$ cat src/rtl/apb_req_arbiter_if.sv
// Bundle between the requester-side / APB-side logic and the request arbiter.
// The arbiter uses the master modport; the environment driving requesters and the slave uses slave.
interface apb_req_arbiter_if #(
  parameter int NUM_REQ = 3,
  parameter int ADDR_W  = 12,
  parameter int DATA_W  = 32
);
  // Requester handshake: req[i] is raised with its addr/wr/wdata and held until
  // done[i] pulses; the arbiter captures the fields at grant, so later changes
  // (including dropping req) do not affect a transfer already in flight.
  logic [NUM_REQ-1:0]        req;
  logic [NUM_REQ*ADDR_W-1:0] req_addr;
  logic [NUM_REQ-1:0]        req_wr;
  logic [NUM_REQ*DATA_W-1:0] req_wdata;
  logic [NUM_REQ-1:0]        done;
  logic                      err;
  logic [DATA_W-1:0]         rdata;
  logic                      busy;
  logic [ADDR_W-1:0]         addr_out;
  logic                      wr_out;
  logic                      sel_out;
  logic                      enable_out;
  logic [DATA_W-1:0]         data_out;
  logic                      ready_in;
  logic [DATA_W-1:0]         rdata_in;
  logic [1:0]                state_dbg;

  modport master (
    input  req, req_addr, req_wr, req_wdata, ready_in, rdata_in,
    output done, err, rdata, busy, addr_out, wr_out, sel_out, enable_out,
           data_out, state_dbg
  );

  modport slave (
    output req, req_addr, req_wr, req_wdata, ready_in, rdata_in,
    input  done, err, rdata, busy, addr_out, wr_out, sel_out, enable_out,
           data_out, state_dbg
  );
endinterface

$ cat src/rtl/apb_req_arbiter.sv
// Round-robin front end that serialises NUM_REQ local requesters onto one APB
// master port, sequencing IDLE/SETUP/ACCESS with a bounded wait for ready_in.
module apb_req_arbiter #(
  parameter int NUM_REQ = 3,
  parameter int ADDR_W  = 12,
  parameter int DATA_W  = 32,
  parameter int TIMEOUT = 16
) (
  input  logic              clk,
  input  logic              rst,
  apb_req_arbiter_if.master bus
);
  localparam int IDX_W = (NUM_REQ > 1) ? $clog2(NUM_REQ) : 1;
  localparam int CNT_W = (TIMEOUT > 1) ? $clog2(TIMEOUT) : 1;

  typedef enum logic [1:0] {
    IDLE   = 2'd0,
    SETUP  = 2'd1,
    ACCESS = 2'd2
  } state_t;

  state_t           state;
  logic [IDX_W-1:0] owner;
  logic [IDX_W-1:0] rr_ptr;
  logic [IDX_W-1:0] owner_next;
  logic [CNT_W-1:0] wait_cnt;
  logic             pick_valid;
  logic [IDX_W-1:0] pick_idx;

  assign bus.state_dbg = state;
  assign owner_next = (int'(owner) == NUM_REQ - 1) ? '0 : owner + IDX_W'(1);

  // Scan downward so the lowest offset from rr_ptr is the one left standing.
  always_comb begin
    int idx;
    idx        = 0;
    pick_valid = 1'b0;
    pick_idx   = '0;
    for (int k = NUM_REQ - 1; k >= 0; k--) begin
      idx = (int'(rr_ptr) + k) % NUM_REQ;
      if (bus.req[idx]) begin
        pick_valid = 1'b1;
        pick_idx   = IDX_W'(idx);
      end
    end
  end

  always_ff @(posedge clk or negedge rst) begin
    if (!rst) begin
      state          <= IDLE;
      owner          <= '0;
      rr_ptr         <= '0;
      wait_cnt       <= '0;
      bus.done       <= '0;
      bus.err        <= 1'b0;
      bus.rdata      <= '0;
      bus.busy       <= 1'b0;
      bus.addr_out   <= '0;
      bus.wr_out     <= 1'b0;
      bus.sel_out    <= 1'b0;
      bus.enable_out <= 1'b0;
      bus.data_out   <= '0;
    end else begin
      bus.done <= '0;
      bus.err  <= 1'b0;
      case (state)
        IDLE: begin
          // Skip the cycle in which done is shown so the finished owner can drop req.
          if (pick_valid && (bus.done == '0)) begin
            owner          <= pick_idx;
            bus.addr_out   <= bus.req_addr[int'(pick_idx)*ADDR_W +: ADDR_W];
            bus.wr_out     <= bus.req_wr[pick_idx];
            bus.data_out   <= bus.req_wdata[int'(pick_idx)*DATA_W +: DATA_W];
            bus.sel_out    <= 1'b1;
            bus.enable_out <= 1'b0;
            bus.busy       <= 1'b1;
            state          <= SETUP;
          end
        end
        SETUP: begin
          bus.enable_out <= 1'b1;
          wait_cnt       <= '0;
          state          <= ACCESS;
        end
        ACCESS: begin
          if (bus.ready_in) begin
            bus.done[owner] <= 1'b1;
            if (!bus.wr_out) begin
              bus.rdata <= bus.rdata_in;
            end
            bus.sel_out    <= 1'b0;
            bus.enable_out <= 1'b0;
            bus.busy       <= 1'b0;
            rr_ptr         <= owner_next;
            state          <= IDLE;
          end else if (wait_cnt == CNT_W'(TIMEOUT - 1)) begin
            bus.done[owner] <= 1'b1;
            bus.err         <= 1'b1;
            bus.sel_out     <= 1'b0;
            bus.enable_out  <= 1'b0;
            bus.busy        <= 1'b0;
            rr_ptr          <= owner_next;
            state           <= IDLE;
          end else begin
            wait_cnt <= wait_cnt + CNT_W'(1);
          end
        end
        default: begin
          state <= IDLE;
        end
      endcase
    end
  end
endmodule

$ cat src/flat_wrapper.sv
// flat-port wrapper written by rule: the top's interface ports become plain ports
module apb_req_arbiter_flat 
#(
  parameter int NUM_REQ = 3,
  parameter int ADDR_W  = 12,
  parameter int DATA_W  = 32,
  parameter int TIMEOUT = 16
)
  (clk, rst, bus_req, bus_req_addr, bus_req_wr, bus_req_wdata, bus_ready_in, bus_rdata_in, bus_done, bus_err, bus_rdata, bus_busy, bus_addr_out, bus_wr_out, bus_sel_out, bus_enable_out, bus_data_out, bus_state_dbg);
  apb_req_arbiter_if #(.NUM_REQ(NUM_REQ), .ADDR_W(ADDR_W), .DATA_W(DATA_W)) bus_i ();
  input  logic clk;
  input  logic rst;
  input wire logic [$bits(bus_i.req)-1:0] bus_req;
  input wire logic [$bits(bus_i.req_addr)-1:0] bus_req_addr;
  input wire logic [$bits(bus_i.req_wr)-1:0] bus_req_wr;
  input wire logic [$bits(bus_i.req_wdata)-1:0] bus_req_wdata;
  input wire logic [$bits(bus_i.ready_in)-1:0] bus_ready_in;
  input wire logic [$bits(bus_i.rdata_in)-1:0] bus_rdata_in;
  output wire logic [$bits(bus_i.done)-1:0] bus_done;
  output wire logic [$bits(bus_i.err)-1:0] bus_err;
  output wire logic [$bits(bus_i.rdata)-1:0] bus_rdata;
  output wire logic [$bits(bus_i.busy)-1:0] bus_busy;
  output wire logic [$bits(bus_i.addr_out)-1:0] bus_addr_out;
  output wire logic [$bits(bus_i.wr_out)-1:0] bus_wr_out;
  output wire logic [$bits(bus_i.sel_out)-1:0] bus_sel_out;
  output wire logic [$bits(bus_i.enable_out)-1:0] bus_enable_out;
  output wire logic [$bits(bus_i.data_out)-1:0] bus_data_out;
  output wire logic [$bits(bus_i.state_dbg)-1:0] bus_state_dbg;
  assign bus_i.req = bus_req;
  assign bus_i.req_addr = bus_req_addr;
  assign bus_i.req_wr = bus_req_wr;
  assign bus_i.req_wdata = bus_req_wdata;
  assign bus_i.ready_in = bus_ready_in;
  assign bus_i.rdata_in = bus_rdata_in;
  assign bus_done = bus_i.done;
  assign bus_err = bus_i.err;
  assign bus_rdata = bus_i.rdata;
  assign bus_busy = bus_i.busy;
  assign bus_addr_out = bus_i.addr_out;
  assign bus_wr_out = bus_i.wr_out;
  assign bus_sel_out = bus_i.sel_out;
  assign bus_enable_out = bus_i.enable_out;
  assign bus_data_out = bus_i.data_out;
  assign bus_state_dbg = bus_i.state_dbg;
  apb_req_arbiter #(.NUM_REQ(NUM_REQ), .ADDR_W(ADDR_W), .DATA_W(DATA_W), .TIMEOUT(TIMEOUT)) u_core (.clk(clk), .rst(rst), .bus(bus_i));
endmodule
$ cat config.mk
export PLATFORM = sky130hd
export DESIGN_NAME = apb_req_arbiter_flat
export DESIGN_NICKNAME = d
export VERILOG_FILES = /design/src/rtl/apb_req_arbiter_if.sv /design/src/rtl/apb_req_arbiter.sv /design/src/flat_wrapper.sv
export SDC_FILE = /design/constraint.sdc
export NUM_CORES = 1
export LEC_CHECK = 0
export ABC_AREA = 1
export CORE_ASPECT_RATIO = 0.5
export CORE_MARGIN = 3
export CORE_UTILIZATION = 36
export CTS_CLUSTER_DIAMETER = 50
export DETAILED_ROUTE_END_ITERATION = 10
export GPL_TIMING_DRIVEN = 0
export PLACE_DENSITY_LB_ADDON = 0.3
export SETUP_SLACK_MARGIN = 0.5
export SLEW_MARGIN = 20
export SYNTH_ARGS = -nofsm -noshare
export SYNTH_HDL_FRONTEND = slang
export SYNTH_SLANG_ARGS = --single-unit
$ cat constraint.sdc
create_clock -name clk -period 2.1 [get_ports clk]
set_input_delay 0.315 -clock clk [delete_from_list [all_inputs] [get_ports clk]]
set_output_delay 0.315 -clock clk [all_outputs]
set_load 0.01 [all_outputs]
; ---- Word level (Yosys, flattened, before mapping)
; Cells that the tools add are included.
[op_classes]
n_mul = 1
muxes = 41
order_cmp = 6
shifts = 2
div_mod_pow = 3
n_reduce_logical = 15
n_addsub = 4
eq_ne = 8
bitwise_logic = 1
[ops]
columns = operator, count
row1 = $lt 32x4->1 const B, 3
row2 = $shiftx 96x8->32, 1
row3 = $mod 32x3->32 const B, 2
row4 = $shiftx 36x32->12, 1
row5 = $mod 3x3->32 const B, 1
row6 = $mux 1, 18
row7 = $mux 2, 9
row8 = $reduce_and 3->1, 4
row9 = $mux 3, 3
row10 = $bmux 1 s2, 4
row11 = $mux 4, 2
row12 = $pmux 4 s2, 1
row13 = $lt 2x3->1 const B, 2
row14 = $pmux 2 s3, 1
row15 = $reduce_and 2->1, 3
row16 = $reduce_bool 2->1, 3
row17 = $add 4x1->4 const B, 1
row18 = $eq 2x2->1 const B, 2
row19 = $eq 4x4->1 const B, 1
row20 = $mul 2x2->4 const B, 1
row21 = $ne 2x2->1 const B, 2
row22 = $add 2x1->3 const B, 1
row23 = $add 2x2->3 const B, 1
row24 = $logic_not 3->1, 1
row25 = other kinds (12), 13
[totals]
inputBits = 173
out_inout_bits = 86
elab_cells = 93
ff_bits = 93

; ---- Logic depth before layout (Yosys ltp)
; Gate-level depths: netlist (run 1).
[logic_depth]
depth_word = 11
mapped_depth = 15
mapped_depth_nobuf = 13

; ---- Worst setup path before layout (run 1)
; Ideal clock, no wire load.
[synth_path]
kind = register to register
from = register u_core.rr_ptr[0]
to = register u_core.bus.data_out[18] in the netlist's numbering
setup_time_ns = 0.125
period_less_slack_ns = 1.974
required_ns = 1.975
setup_slack_ns = 0.126
path_buffers = 1
t_arrival_ns = 1.849
path_stages_with_launch = 14
cell_sequence = dfrtp_1 -> inv_1 -> ha_1 -> inv_1 -> nand2_1 -> nand2_1 -> nand2_1 -> nand2_1 -> nand2_1 -> nand3_4 -> buf_1 -> nand3b_1 -> nand3_1 -> nand3_1
[synth_via]
elab_chain_len = 10
word_cells_on_any_way = 23
classes_between = 2 x add/sub / 3 x div / 1 x shift / 15 x mux / 2 x reduce/logical
[synth_rtl]
columns = element, line
row1 = start: declaration, apb_req_arbiter.sv:24  ; logic [IDX_W-1:0] rr_ptr;
row2 = start signal: assignment, apb_req_arbiter.sv:94  ; rr_ptr <= owner_next;
row3 = start signal: assignment, apb_req_arbiter.sv:102  ; rr_ptr <= owner_next;
row4 = "parallel branches: the longest is 10 deep, another holds $mod 32x3->32", --
row5 = end signal: assignment, apb_req_arbiter.sv:73  ; bus.data_out <= bus.req_wdata[int'(pick_idx)*DATA_W +: DATA_W];
row6 = end: declaration, apb_req_arbiter_if.sv:31  ; data_out, state_dbg
; Parallel ways; which one is timed is not known. The select of a mux whose other input is x is not followed.
; A chain may end at the register's enable or synchronous reset.

; ---- Final worst setup path (run 1)
; Same ends and word-level chain as after synthesis.

==> out/metrics.yaml, run 1 <==
floorplan:
  floorplan.initialDensity_pct: 38.03
  die-width_um: 172.1
  top_level_ports: 259
  floorplan.core_area_um2: 13060
  rows: 29
  chipHeight_um: 89.06
  design.die.area_um2: 15330
timing:
  post-route-period-util_pct: 101.7
  fin_worst_skew_ns: 0.006678
  slew_violations: 0
  final_critical_path_setup_slack_ns: -0.03627
  max_freq_mhz: 468.1
  hold_fails_final_rpt: 0
  finalCriticalPeriod_ns: 2.136
  count_of_final_setup_violators: 4
  worst_pin_slew_ns: 0.4462
  max-slew-margin-rel_pct: 70.12
  rsz0062_at_grt: "yes"
logic_synthesis:
  synth.net_count: 788
  syn-cell-area_um2: 4967
  synth.most_common_cell: "sky130_fd_sc_hd__inv_1"
  netlist_top_cells_count: "sky130_fd_sc_hd__inv_1, sky130_fd_sc_hd__nand3_1, sky130_fd_sc_hd__dfrtp_1, sky130_fd_sc_hd__a21oi_1, sky130_fd_sc_hd__nand2_1"
  synth_edf_count: 0
  synth_seq_area_share_pct: 46.85
  netlist_instances: 610
  most_area_hungry_cell_type_in_the_yosys_netlist: "sky130_fd_sc_hd__dfrtp_1"
  synth.area.top_cells: "sky130_fd_sc_hd__dfrtp_1, sky130_fd_sc_hd__nand3_1, sky130_fd_sc_hd__a21oi_1"
  yosys_most_used_dff: "sky130_fd_sc_hd__dfrtp_1"
  yosysWarningCount: 0
  asyncSetResetFlopFracSynth_pct: 100.0
  synth_seq_cells: 93
  synthDistinctLibCells: 34
  netlist.area_leader.share_pct: 46.85
  syn_area_per_cell_um2: 8.143
global_routing:
  wire_length_of_the_first_global_routing_pass_um: 26260
  grt.total_usage_pct: 21.79
  via_count_of_the_first_global_routing_pass: 5241
  grt_overflow_total: 0
  number_of_antenna_violations_at_the_first_check_in_global_routing: 0
  largest_net_degree_at_the_start_of_global_routing: 77
critical_path:
  crit_path_cell_trace: "inv_2 -> ha_1 -> inv_1 -> nand2_1 -> o21ai_2 -> nand2_2 -> a21oi_4 -> inv_4 -> buf_8 -> nor2_4 -> nand2_1 -> nand3_1"
  timing_worst_setup_path_type: "register to register"
  crit_path_max_incr_delay_ns: 0.39
  element_type_at_the_critical_path_start: "register"
  critical-path-slowest-cell: "sky130_fd_sc_hd__dfrtp_1"
  path_buf_inv: 4
  critPathTopFamily: "simple AND/OR/NAND/NOR gates"
  cp_common_cell: "sky130_fd_sc_hd__nand2_1"
  arrival_time_worst_endpoint_ns: 2.41
  worst-path-max-fanout: 7
  worst-endpoint-required_ns: 2.37
  worst_setup_path_end_kind: "register"
place:
  placed_cells: 1039
  dp_slack_ns: -0.2338
  place.gp.congestion: 0.8432
  place_hpwl_um: 12420
  quantity_of_i_o_buffers_inserted_on_ports: 258
cts:
  clk_transition_reported_paths_ns: 0.07
  clk-insertion-delay-late_ns: 0.34
  cts_inserted_buffers: 9
  cts_max_level: 3
  tritoncts: "built"
  clock-sinks: 93
  ctsLongestPathBuffers: 2
  root_buffer: "sky130_fd_sc_hd__clkbuf_16"
layout:
  area_growth_syn_to_layout_pct: 90.48
  antenna_cells_inserted: 0
  finalNetCount: 1099
  sequential_cell_area_um2: 2328
  drive_gt1_share_pct: 24.86
  layoutNonFillerInstCount: 1095
  multi_input_comb_area_um2: 2585
  nFillCells: 935
route:
  drt_drc_violations_left: 0
  initial_drt_markers: 257
  num_vias: 5462
  ant_nets: 0
  drt-vias-per-instance: 4.988
  dr.pass1.iters: 5
  detail_route.wl_per_cell_um: 17.19
  wirelength_um: 18830
hold_path:
  hold_path_class: "input port to register"
outcome:
  failed_checks: "negative setup slack"
  status: "finished with violations"
job:
  maxCapViolCount: 0
power:
  share_seq_of_total_power_pct: 20.6
  switching_share_pct: 41.82
  internal_power_w: 0.009088
  worst_ir_drop_vdd_mv: 0.7501
  p_comb_share_pct: 68.8
  p_sw_w: 0.006531
  share_clk_of_total_power_pct: 10.6
  p_leak_nw: 4.779
  power_density_nw_per_um2: 1651
## kinds of logic (layout without fill, tap and decap cells)
family / Yosys count / count (layout) / synth area share [%]
buffers and inverters: 138 / 453 / 11.46
and+or+nand+nor: 249 / 249 / 23.30
DFF: 93 / 93 / 46.85
AOI/OAI and AO/OA: 93 / 93 / 9.874
adders and majority gates: 5 / 5 / 1.259
muxes: 32 / 32 / 7.254
## per-layer routing
| layer | track usage (%) | vias to the layer above | routed length, um |
|---|---|---|---|
| li1 | - | 2591 | - |
| met1 | 26.31 | 2648 | 7384 |
| met2 | 39.80 | 181 | 9874 |
| met3 | 4.594 | 42 | 1019 |
| met4 | 6.589 | 0 | 548 |
| met5 | 0 | - | 0 |
## final cells by class
cell class	instances	area share (%)
repair buffers	300	34.07
inverters	103	4.298
clock inverters	6	0.7670
multi-input cells	379	27.32
well taps	170	2.248
plain buffers	35	4.311
flip-flops and latches	93	24.61
clock buffers	9	2.380
## worst paths after layout
kind	startpoint	endpoint	slack (ns)	cells after the start
setup / recovery	u_core.rr_ptr[0]	u_core.bus.data_out[18]	-0.04	12
hold / removal	bus_ready_in	u_core.bus.err	0.33	2
setup reg to reg	u_core.rr_ptr[0]	u_core.bus.data_out[18]	-0.04	12
hold reg to reg	u_core.bus.rdata[0]	u_core.bus.rdata[0]	0.50	1
max in group asynchronous	rst	u_core.rr_ptr[1]	1.07	3
min in group asynchronous	rst	u_core.bus.data_out[7]	0.38	2
## state kept, by name, summed over array words and instances (netlist names), 2 cells and up
signal / flops
u_core.bus.done: 3
u_core.rr_ptr: 2
u_core.bus.data_out: 32
u_core.bus.rdata: 32
u_core.owner: 2
u_core.bus.addr_out: 12
u_core.bus.state_dbg: 2
u_core.wait_cnt: 4
## stage by stage
| stage | util, % | hold slack, ns | total power (W) | setup TNS (ns) | cell area (um^2) |
|---|---|---|---|---|---|
| floorplan | - | 0.01941 | 0.007709 | 0 | 5047 |
| global placement | 60.04 | 0.4658 | 0.01072 | -271.03 | 7843 |
| detailed placement | 60.26 | 0.1652 | 0.01093 | -5.494 | 7871 |
| CTS | 67.55 | 0.3123 | 0.01423 | 0 | 8823 |
| global route | 72.43 | 0.3336 | 0.01664 | -4.838 | 9462 |
| finish | 72.43 | 0.3263 | 0.01562 | -0.08972 | 9462 |
## power by group through the flow
stage / clock, W / sequential, W / combinational (W)
detailed placement: 0 / 0.00318 / 0.00776
finish: 0.00165 / 0.00321 / 0.0108
global placement: 0 / 0.00314 / 0.00757
floorplan: 0 / 0.00350 / 0.00420
CTS: 0.00167 / 0.00316 / 0.00940
global route: 0.00176 / 0.00330 / 0.0116
## timing repair
item,in CTS,in global routing
gates resized for setup,110,140
hold endpoints to repair,17,0
hold buffers,1,0
pin swaps,22,25
cloned,4,4
endpoints found under the setup margin,89,120
setup buffers,20,12
## cells in the final DEF (no fill, tap or decap), types with 15 or more instances in the layout
cell,synthesis,final
sky130_fd_sc_hd__clkdlybuf4s50_1,0,212
sky130_fd_sc_hd__nand3_1,94,77
sky130_fd_sc_hd__nand2_1,83,59
sky130_fd_sc_hd__buf_4,5,33
sky130_fd_sc_hd__a21oi_1,84,68
sky130_fd_sc_hd__inv_1,98,93
sky130_fd_sc_hd__dlymetal6s2s_1,0,39
sky130_fd_sc_hd__mux2_4,0,20
sky130_fd_sc_hd__nor2_1,48,30
sky130_fd_sc_hd__a21oi_2,1,15
sky130_fd_sc_hd__dfrtp_1,93,92
sky130_fd_sc_hd__nand3_2,0,16
## worst reg2reg max path, cell delays in order, from the launching register on
cell	delay (ns)
sky130_fd_sc_hd__dfrtp_1	0.39
sky130_fd_sc_hd__inv_2	0.07
sky130_fd_sc_hd__ha_1	0.23
sky130_fd_sc_hd__inv_1	0.09
sky130_fd_sc_hd__nand2_1	0.14
sky130_fd_sc_hd__o21ai_2	0.18
sky130_fd_sc_hd__nand2_2	0.09
sky130_fd_sc_hd__a21oi_4	0.26
sky130_fd_sc_hd__inv_4	0.09
sky130_fd_sc_hd__buf_8	0.14
sky130_fd_sc_hd__nor2_4	0.20
sky130_fd_sc_hd__nand2_1	0.08
sky130_fd_sc_hd__nand3_1	0.10
Note: power is estimated with default switching activity, not from simulation.
==> run 2: changes to the inputs <==
PLACE_DENSITY = 0.77   (was unset)
PLACE_DENSITY_LB_ADDON = unset   (was 0.3)
==> run 2 against run 1 <==
The flow still finishes with violations (negative setup slack); critical path depth unchanged; setup slack lost 0.077 ns; global-route usage up 1.8 points; combinational power rose by 14%; largest power group unchanged.
==> out/metrics.yaml, run 2 (synthesis gave the netlist of run 1 again) <==
outcome:
  status: "finished with violations"  # unchanged
  failed_checks: "negative setup slack"  # unchanged
timing:
  slew_violations: 0  # unchanged
  post-route-period-util_pct: 105.4  # was 101.7%
  finalCriticalPeriod_ns: 2.214  # was 2.136 ns
  rsz0062_at_grt: "yes"  # unchanged
  count_of_final_setup_violators: 33  # was 4
  worst_pin_slew_ns: 0.4881  # was 0.4462 ns
  hold_fails_final_rpt: 0  # unchanged
  fin_worst_skew_ns: 0.004711  # was 0.006678 ns
  max-slew-margin-rel_pct: 67.46  # was 70.12%
  final_critical_path_setup_slack_ns: -0.1137  # was -0.03627 ns
  max_freq_mhz: 451.7  # was 468.1 MHz
floorplan:
  die-width_um: 172.1  # unchanged
  design.die.area_um2: 15330  # unchanged
  top_level_ports: 259  # unchanged
  rows: 29  # unchanged
  floorplan.core_area_um2: 13060  # unchanged
  floorplan.initialDensity_pct: 38.03  # unchanged
  chipHeight_um: 89.06  # unchanged
critical_path:
  worst_setup_path_end_kind: "register"  # unchanged
  regToRegSetupSlack_ns: -0.11  # was -0.04 ns
  arrival_time_worst_endpoint_ns: 2.49  # was 2.41 ns
  element_type_at_the_critical_path_start: "register"  # unchanged
  worst-endpoint-required_ns: 2.37  # about the same
  worst-path-max-fanout: 10  # was 7
  r2r_cells: 12  # unchanged
  r2r-start: "u_core.rr_ptr[1]"  # was u_core.rr_ptr[0]
  timing_worst_setup_path_type: "register to register"  # unchanged
  r2r-end: "u_core.bus.data_out[27]"  # was u_core.bus.data_out[18]
layout:
  commonest_cells_after_routing_fill_and_taps_aside: "sky130_fd_sc_hd__clkdlybuf4s50_1, sky130_fd_sc_hd__inv_1, sky130_fd_sc_hd__dfrtp_1"  # unchanged
  final_area_um2: 9749  # was 9462 um^2
  area_growth_syn_to_layout_pct: 96.27  # was 90.48%
  finalNetCount: 1109  # was 1099
  drive_gt1_share_pct: 29.73  # was 24.86%
  layout.cells.most_common: "sky130_fd_sc_hd__clkdlybuf4s50_1"  # unchanged
  layout_top_registers: "u_core.bus.data_out (32), u_core.bus.rdata (32), u_core.bus.addr_out (12)"  # unchanged
place:
  place_hpwl_um: 13360  # was 12420 um
  dpl_cell_area_um2: 7871  # unchanged
  dp_slack_ns: -0.3369  # was -0.2338 ns
  place.gp.congestion: 0.9082  # was 0.8432
  quantity_of_i_o_buffers_inserted_on_ports: 258  # unchanged
power:
  p_leak_nw: 4.756  # was 4.779 nW
  fin_total_pwr_w: 0.01726  # was 0.01562 W
  power_density_nw_per_um2: 1770  # was 1651 nW/um^2
  worst_ir_drop_vdd_mv: 0.8881  # was 0.7501 mV
cts:
  clock-sinks: 93  # unchanged
  root_buffer: "sky130_fd_sc_hd__clkbuf_16"  # unchanged
  clk-insertion-delay-late_ns: 0.35  # was 0.34 ns
  tritoncts: "built"  # unchanged
  clk_transition_reported_paths_ns: 0.07  # about the same
  ctsLongestPathBuffers: 2  # unchanged
  cts_inserted_buffers: 9  # unchanged
  cts_max_level: 3  # unchanged
route:
  initial_drt_markers: 628  # was 257
  num_vias: 6119  # was 5462
  wirelength_um: 23710  # was 18830 um
  dr.pass1.iters: 5  # unchanged
  drt_drc_violations_left: 0  # unchanged
  drt-vias-per-instance: 5.533  # was 4.988
  detail_route.wl_per_cell_um: 21.44  # was 17.19 um
  ant_nets: 0  # unchanged
global_routing:
  largest_net_degree_at_the_start_of_global_routing: 49  # was 77
  wire_length_of_the_first_global_routing_pass_um: 28160  # was 26260 um
  grt_overflow_total: 0  # unchanged
  grt.total_usage_pct: 23.57  # was 21.79%
  number_of_antenna_violations_at_the_first_check_in_global_routing: 1  # was 0
  via_count_of_the_first_global_routing_pass: 5310  # was 5241
hold_path:
  hold_depth: 2  # unchanged
  hold_start: "bus_ready_in"  # unchanged
  hold_path_class: "input port to register"  # unchanged
  whs_endpoint: "u_core.bus.err"  # unchanged
job:
  maxCapViolCount: 0  # unchanged
==> run 2: what timing repair did <==
item,CTS,global route
setup endpoints to repair,90,108
resized for setup,85,221
endpoints found under the hold margin,45,0
pin swaps,10,35
setup buffers,25,11
hold buffers,1,0
gates cloned,5,9
==> run 2: final cells by class <==
type / instances / area (um^2)
well taps: 170 / 212.7
flip-flops and latches: 93 / 2328
clock inverters: 6 / 65.06
inverters: 103 / 399.1
repair buffers: 308 / 3257
multi-input cells: 381 / 2831
clock buffers: 9 / 225.2
diodes: 1 / 2.502
fillers: 792 / 3313
plain buffers: 35 / 427.9
==> run 2: where the power goes <==
| group | internal, W | switching [W] |
|---|---|---|
| Combinational | 0.00597 | 0.00634 |
| Clock | 0.000918 | 0.000756 |
| Sequential | 0.00268 | 0.000587 |
| Total | 0.00957 | 0.00768 |
==> run 2: worst max-delay path by stage <==
stage	slack, ns	start	cells after the start	to
after detailed placement	-0.34	bus_req[2]	9	u_core.bus.data_out[18]
after global placement	-2.87	rst	1	u_core.bus.rdata[22]
after floorplan	0.27	u_core.rr_ptr[0]	13	u_core.bus.data_out[0]
after CTS	0.1	u_core.rr_ptr[1]	13	u_core.bus.data_out[23]
after global routing	-0.14	u_core.rr_ptr[1]	12	u_core.bus.data_out[3]
final	-0.11	u_core.rr_ptr[1]	12	u_core.bus.data_out[27]
==> run 2: worst max-delay path, cell delays in order (launching register included) <==
cell and delay (ns):
sky130_fd_sc_hd__dfrtp_2 0.47, sky130_fd_sc_hd__ha_4 0.34, sky130_fd_sc_hd__inv_6 0.06, sky130_fd_sc_hd__nand2_4 0.06, sky130_fd_sc_hd__nand2_4 0.07, sky130_fd_sc_hd__nand2_4 0.10
sky130_fd_sc_hd__nand2_4 0.08, sky130_fd_sc_hd__nand2_4 0.11, sky130_fd_sc_hd__nand3_4 0.17, sky130_fd_sc_hd__buf_6 0.20, sky130_fd_sc_hd__nand3_1 0.16, sky130_fd_sc_hd__nand3_2 0.15
sky130_fd_sc_hd__a21oi_2 0.16
==> run 2: metal layers <==
metal  global-route usage [%]  share of wire [%]  vias to the layer above  routed length, um
li1                         -                  -                     2607                  -
met1                    29.31                 37                     2916               8689
met2                    41.83                 49                      437              11560
met3                    4.770                8.3                      159               1977
met4                    7.820                6.3                        0               1485
met5                        0                  0                        -                  0
==> run 2: through the flow <==
| stage | hold slack, ns | util, % | cells | TNS [ns] |
|---|---|---|---|---|
| finish | 0.4223 | 74.64 | 1106 | -1.144 |
| global route | 0.4310 | 74.64 | 1106 | -3.559 |
| CTS | 0.3288 | 66.57 | 1085 | 0 |
| detailed placement | 0.2879 | 60.26 | 1039 | -9.366 |
| global placement | 0.4647 | 60.04 | 1038 | -272.68 |
| floorplan | 0.01941 | - | 610 | 0 |
